`config.mk`:
```
export PLATFORM = sky130hd
export DESIGN_NAME = token_precision_classifier
export DESIGN_NICKNAME = d
export VERILOG_FILES = /design/src/rtl/tva_pkg.sv /design/src/rtl/col_sum_bank.sv /design/src/rtl/token_precision_classifier.sv
export SDC_FILE = /design/constraint.sdc
export NUM_CORES = 1
export LEC_CHECK = 0
export BUFFER_PORTS_ARGS = -buffer_cell sky130_fd_sc_hd__buf_2
export CAP_MARGIN = 20
export CORE_MARGIN = 5
export CORE_UTILIZATION = 63
export DETAILED_ROUTE_END_ITERATION = 12
export GPL_ROUTABILITY_DRIVEN = 0
export PLACE_DENSITY_LB_ADDON = 0.25
export SETUP_SLACK_MARGIN = 0.2
export SLEW_MARGIN = 40
export SYNTH_ARGS = -nofsm -noshare
export SYNTH_HDL_FRONTEND = slang
export SYNTH_SLANG_ARGS = --single-unit
```
`constraint.sdc`:
```
create_clock -name clk -period 14.1 [get_ports clk]
set_clock_uncertainty 0.1 [all_clocks]
set_input_delay 2.82 -clock clk [delete_from_list [all_inputs] [get_ports clk]]
set_output_delay 2.82 -clock clk [all_outputs]
set_load 0.03 [all_outputs]
```
`src/rtl/tva_pkg.sv`:
```
// Shared types for the token-precision path: precision encoding (same as the A*V multiply),
// classifier FSM states, and the saturating |x| used when accumulating Q1.15 column sums.
package tva_pkg;

  typedef enum logic [1:0] {
    PREC_INT4 = 2'b00,
    PREC_INT8 = 2'b01,
    PREC_FP16 = 2'b10
  } prec_t;

  typedef enum logic [1:0] {
    ST_IDLE,
    ST_ACCUM,
    ST_CLASSIFY,
    ST_DONE
  } state_t;

  // -1.0 has no positive Q1.15 twin, so it clamps to the largest positive value.
  function automatic logic [15:0] abs_sat16(input logic [15:0] v);
    if (v == 16'h8000) return 16'h7FFF;
    else if (v[15]) return ~v + 16'd1;
    else return v;
  endfunction

endpackage

```
`src/rtl/col_sum_bank.sv`:
```
// Purpose: NUM_COLS x ACC_W column-sum register file with clear, add-at-index and a read port.
// Latency: add lands on the next clock edge; the read port is combinational.
// Backpressure: none, accepts one add per cycle whenever add_en is high.
module col_sum_bank #(
  parameter int NUM_COLS = 16,
  parameter int ACC_W    = 20,
  parameter int ADD_W    = 16,
  localparam int IDX_W   = $clog2(NUM_COLS)
) (
  input  logic             clk,
  input  logic             rst,
  input  logic             clr,
  input  logic             add_en,
  input  logic [IDX_W-1:0] add_idx,
  input  logic [ADD_W-1:0] add_val,
  input  logic [IDX_W-1:0] rd_idx,
  output logic [ACC_W-1:0] rd_sum
);

  logic [ACC_W-1:0] sums [NUM_COLS];

  always_ff @(posedge clk or posedge rst) begin
    if (rst) begin
      for (int i = 0; i < NUM_COLS; i++) sums[i] <= '0;
    end else if (clr) begin
      for (int i = 0; i < NUM_COLS; i++) sums[i] <= '0;
    end else if (add_en) begin
      sums[add_idx] <= sums[add_idx] + ACC_W'(add_val);
    end
  end

  assign rd_sum = sums[rd_idx];

endmodule

```
`src/rtl/token_precision_classifier.sv`:
```
// Purpose: per-column |a| sums of the attention stream -> INT4/INT8/FP16 map; TOKEN_PREC_STATS_EN adds class counters.
// Latency: done pulses NUM_COLS cycles after the final beat handshake (one column classified per cycle).
// Backpressure: a_ready is high only while accumulating; a_valid gaps simply stall the pass.
module token_precision_classifier
  import tva_pkg::*;
#(
  parameter int A_ROWS   = 16,
  parameter int NUM_COLS = 16,
  parameter int DATA_W   = 16,
  parameter int ACC_W    = DATA_W + $clog2(A_ROWS),
  localparam int CNT_W   = $clog2(NUM_COLS + 1)
) (
  input  logic                      clk,
  input  logic                      rst,
  input  logic                      start,
  input  logic [ACC_W-1:0]          thr_hi,
  input  logic [ACC_W-1:0]          thr_lo,
  input  logic                      a_valid,
  input  logic [DATA_W-1:0]         a_data,
  output logic                      a_ready,
  output logic                      busy,
  output logic                      done,
  output logic                      prec_valid,
`ifdef TOKEN_PREC_STATS_EN
  output logic [CNT_W-1:0]          cnt_int4,
  output logic [CNT_W-1:0]          cnt_int8,
  output logic [CNT_W-1:0]          cnt_fp16,
`endif
  output logic [NUM_COLS-1:0][1:0]  precision_sel
);

  localparam int COL_W = $clog2(NUM_COLS);
  localparam int ROW_W = $clog2(A_ROWS);

  state_t            state, state_nxt;
  logic [COL_W-1:0]  col_idx, cls_idx;
  logic [ROW_W-1:0]  row_idx;
  logic [ACC_W-1:0]  rd_sum;
  prec_t             cls_prec;
  logic              start_acc, beat, last_col, last_beat, cls_last;

  assign start_acc = (state == ST_IDLE) && start;
  assign beat      = (state == ST_ACCUM) && a_valid;
  assign last_col  = (col_idx == COL_W'(NUM_COLS - 1));
  assign last_beat = beat && last_col && (row_idx == ROW_W'(A_ROWS - 1));
  assign cls_last  = (cls_idx == COL_W'(NUM_COLS - 1));

  // thr_hi is tested first so an inverted threshold pair still resolves deterministically.
  always_comb begin
    cls_prec = PREC_INT4;
    if (rd_sum >= thr_hi)      cls_prec = PREC_FP16;
    else if (rd_sum >= thr_lo) cls_prec = PREC_INT8;
  end

  col_sum_bank #(
    .NUM_COLS (NUM_COLS),
    .ACC_W    (ACC_W),
    .ADD_W    (DATA_W)
  ) u_col_sum_bank (
    .clk     (clk),
    .rst     (rst),
    .clr     (start_acc),
    .add_en  (beat),
    .add_idx (col_idx),
    .add_val (abs_sat16(a_data)),
    .rd_idx  (cls_idx),
    .rd_sum  (rd_sum)
  );

  always_ff @(posedge clk or posedge rst) begin
    if (rst) state <= ST_IDLE;
    else     state <= state_nxt;
  end

  always_comb begin
    state_nxt = state;
    a_ready   = 1'b0;
    busy      = 1'b1;
    done      = 1'b0;
    case (state)
      ST_IDLE: begin
        busy = 1'b0;
        if (start) state_nxt = ST_ACCUM;
      end
      ST_ACCUM: begin
        a_ready = 1'b1;
        if (last_beat) state_nxt = ST_CLASSIFY;
      end
      ST_CLASSIFY: begin
        if (cls_last) state_nxt = ST_DONE;
      end
      ST_DONE: begin
        done      = 1'b1;
        state_nxt = ST_IDLE;
      end
      default: state_nxt = ST_IDLE;
    endcase
  end

  always_ff @(posedge clk or posedge rst) begin
    if (rst) begin
      col_idx       <= '0;
      row_idx       <= '0;
      cls_idx       <= '0;
      prec_valid    <= 1'b0;
      precision_sel <= {NUM_COLS{PREC_FP16}};
    end else begin
      if (start_acc) begin
        col_idx    <= '0;
        row_idx    <= '0;
        cls_idx    <= '0;
        prec_valid <= 1'b0;
      end
      if (beat) begin
        col_idx <= last_col ? '0 : col_idx + 1'b1;
        if (last_col) row_idx <= row_idx + 1'b1;
      end
      // prec_valid rises on the edge into DONE so it is already high alongside done.
      if (state == ST_CLASSIFY) begin
        precision_sel[cls_idx] <= cls_prec;
        cls_idx                <= cls_idx + 1'b1;
        if (cls_last) prec_valid <= 1'b1;
      end
    end
  end

`ifdef TOKEN_PREC_STATS_EN
  always_ff @(posedge clk or posedge rst) begin
    if (rst) begin
      cnt_int4 <= '0;
      cnt_int8 <= '0;
      cnt_fp16 <= '0;
    end else if (start_acc) begin
      cnt_int4 <= '0;
      cnt_int8 <= '0;
      cnt_fp16 <= '0;
    end else if (state == ST_CLASSIFY) begin
      case (cls_prec)
        PREC_FP16: cnt_fp16 <= cnt_fp16 + 1'b1;
        PREC_INT8: cnt_int8 <= cnt_int8 + 1'b1;
        default:   cnt_int4 <= cnt_int4 + 1'b1;
      endcase
    end
  end
`endif

endmodule

```
==> impl_results.md <==
- Routed Wire Length: about 64,000 um
- CTS Root Cell: clkbuf_16
- Design Area, Final: between 20,000 and 25,000 um^2
- Power density over the cells: 195 nW/um^2
- CP endpoint: u_col_sum_bank.sums[238]
- Req. time, crit path: around 14,000 ps
- R2R Path Start: col_idx[0]
- Crit path cell chain: buf_2 -> inv_1 -> ha_1 -> nand2_1 -> nor4_1 -> and2_1 -> nand2_1 -> nand2_1 -> ha_1 -> a211oi_1 -> o21a_1 -> a21oi_1 -> a2111oi_2 -> or3b_1 -> xor2_4 -> a211oi_1
- Die Height: around 190 um
- # Post-CTS Setup Buffers: 0
- Final period util: 0.493
- Synth-to-layout area growth: 9.83%
- Syn_area_per_cell: between 10 and 15 um^2
- Synth Warn #: 0
- CP Launch Type: primary input
- Synth Flop Type: dfrtp_1
- Critical Path Max Stage Delay: 790 ps
- GR Util met3: 0.108
- Total die area: 38,000 um^2
- Starting Density: 0.641
- Via count: 17,800
- Final Util: 0.704
- CP Data Arrival Time: ~7300 ps
- VDD IR-drop max: ~130 uV
- FP Rows: between 60 and 70
- Grt met1 use: 0.452
- Drt pass-1 iters: 6
- Final setup fails: 0
- Critical path buffers and inverters: 2
- DP HPWL: 40,400 um
- Initial antenna violation count: 3
- Stages on the worst setup path: 16
- Layout cells sized above 1: 0.218
- Post-CTS sizing: 0
- Die width: between 150 and 200 um
- Post-CTS Hold Fix Bufs: 0
- Worst min-delay path category: reg2reg
- Htree depth: 2
- Slew @ Worst Pin: 938 ps
- Post-synth EDFFs: 0
- Tot GR Track Use: 0.336
- Syn Inst Count: roughly 2,100
- I/O pin count: 96
- Ys async rst share: 1.00
- Detail Route Antenna Nets: 0
- Synth Register Bits: about 370
- Final hold vios: 0
- CP max-delay cell: a2111oi_2
- Initial DRC count: around 2,400
- IO buf count: 95
- Crit. End Element: flop
- Hold WS: roughly 370 ps
- Drt wl/cell: between 20 and 30 um
- Post-Syn Nets: between 2,000 and 2,500
- Min Clock Period, post-route: a little under 7000 ps
- Vias in the first global route: 17,600
- Delay-heaviest family, CP: compound AO/OA/AOI/OAI gates
- Sequential-to-total area share from yosys stat: 0.427
- Clock sinks: 367
- Vias per cell: approximately 7
- Status: completed
- Leakage: ~11 nW
- CP most frequent cell: nand2_1
- Busiest layer in global routing: met2
- R2R cell count: 11
- Worst R2R End: u_col_sum_bank.sums[238]
- Critical path type: in2reg
- Area after DPL: 22,300 um^2
- Largest net degree at the start of global routing: ~120
- Max cap viols: 0
- Worst Path Max Fanout: 16
- Max Buffers Root-to-Sink: 3
- Reg2reg setup slack: just over 8000 ps
- Synth cell types: 59
- Clk_lat worst skew: ~550 ps
- DRC: 0
- Beginning of the critical path: a_data[1]
- Syn Std Cell Area: between 20,000 and 25,000 um^2
- Max-slew violations: 0
- Peak Freq: 144 MHz
- Core area: around 34,000 um^2
- # nets final: about 2,200
- Setup TNS Final: 0 ps
- CTS tree: done
- Met2 usage: 0.513
- First-pass GRT wire length: between 100,000 and 150,000 um
- RSZ-0062 raised after global routing: false
- Rel. slew slack: 0.375
- Reg clk slew, reported paths: around 60 ps
- GRT Residual Overflow: 0
- CTS buffer count: 40
==> sequential cells by signal, summed over array words and instances, names as in the netlist <==
signal,cells
cls_idx,4
col_idx,4
prec_valid,1
precision_sel,32
row_idx,4
state,2
u_col_sum_bank.sums,320
==> Yosys cell counts (16+ instances only) <==
| cell | count | area share |
|---|---|---|
| inv_1 | 55 | 0.0096 |
| xor2_1 | 20 | 0.0081 |
| nor2_1 | 274 | 0.048 |
| nand2_1 | 217 | 0.038 |
| ha_1 | 71 | 0.041 |
| a21oi_1 | 204 | 0.047 |
| mux4_2 | 188 | 0.20 |
| a21oi_2 | 21 | 0.0085 |
| a21o_1 | 23 | 0.0080 |
| nand3_1 | 106 | 0.025 |
| buf_2 | 22 | 0.0051 |
| dfrtp_1 | 351 | 0.41 |
| clkbuf_1 | 124 | 0.022 |
| buf_1 | 18 | 0.0031 |
| a211oi_1 | 22 | 0.0077 |
| o31ai_1 | 20 | 0.0070 |
| dfstp_2 | 16 | 0.020 |
| and2_1 | 19 | 0.0055 |
| o21ai_0 | 189 | 0.044 |
==> logic make-up (layout without fill, tap and decap cells) <==
kind of cell             Yosys count  count (layout)  share of synthesized area
AND/OR/NAND/NOR                  662             662                      0.130
AO/OA/AOI/OAI                    512             512                      0.136
flip-flops                       367             367                      0.427
buffers and inverters            226             262                     0.0432
multiplexers                     201             201                      0.210
adder cells (fa/ha/maj)           72              72                     0.0422
XOR/XNOR                          28              28                     0.0126
other                              0               2                          0
==> area by class of cell <==
type / instances / area (um^2)
fill: 2375 / 9950
multi-input combinational: 1475 / 11500
timing repair buffer: 133 / 820
antenna: 2 / 5.00
inverter: 55 / 219
tap: 448 / 561
sequential: 367 / 9220
clock buffer: 64 / 1210
clock inverter: 10 / 111
==> tightest hold or removal path: cells and delay by family, from the launching register on <==
family / cells / cell delay [ps]
and+or+nand+nor: 1 / 50
AOI/OAI and AO/OA: 1 / 50
DFF: 1 / 340
==> how the worst min path moves through the flow <==
stage	start	end	slack (ps)	depth (start not counted)
after floorplan	u_col_sum_bank.sums[199]	u_col_sum_bank.sums[199]	360	2
after global placement	precision_sel[16]	precision_sel[16]	360	2
after detailed placement	precision_sel[22]	precision_sel[22]	360	2
after CTS	precision_sel[22]	precision_sel[22]	370	2
after global routing	precision_sel[9]	precision_sel[9]	400	2
final	precision_sel[22]	precision_sel[22]	370	2
==> report_power, final <==
| part | internal (mW) | switching [mW] |
|---|---|---|
| Clock | 0.627 | 0.429 |
| Combinational | 0.746 | 1.37 |
| Sequential | 1.23 | 0.208 |
| Total | 2.61 | 2.01 |
==> metal layers <==
metal | vias to the layer above | wire length, um
met5 | - | 7
met4 | 2 | 2910
met3 | 267 | 8270
met2 | 1215 | 29500
met1 | 8807 | 23500
li1 | 7494 | -
==> through the flow <==
step | std cells | setup WS (ps) | power, mW
2_1_floorplan | 2068 | 1020 | 2.88
3_3_place_gp | 2476 | 6750 | 3.43
6_report | 2554 | 7150 | 4.61
5_1_grt | 2552 | 6860 | 4.83
3_5_place_dp | 2477 | 6720 | 3.51
4_1_cts | 2551 | 7260 | 4.57
==> cells in the final DEF, fill, tap and decap left out, drive strengths merged, types with 56 or more instances in the layout <==
cell      n
nand2   217
ha       71
dfrtp   351
nor2    274
inv      56
nand3   109
mux4    197
a21oi   225
clkbuf   64
o21ai   190
buf     133
(Power assumes the default switching activity.)
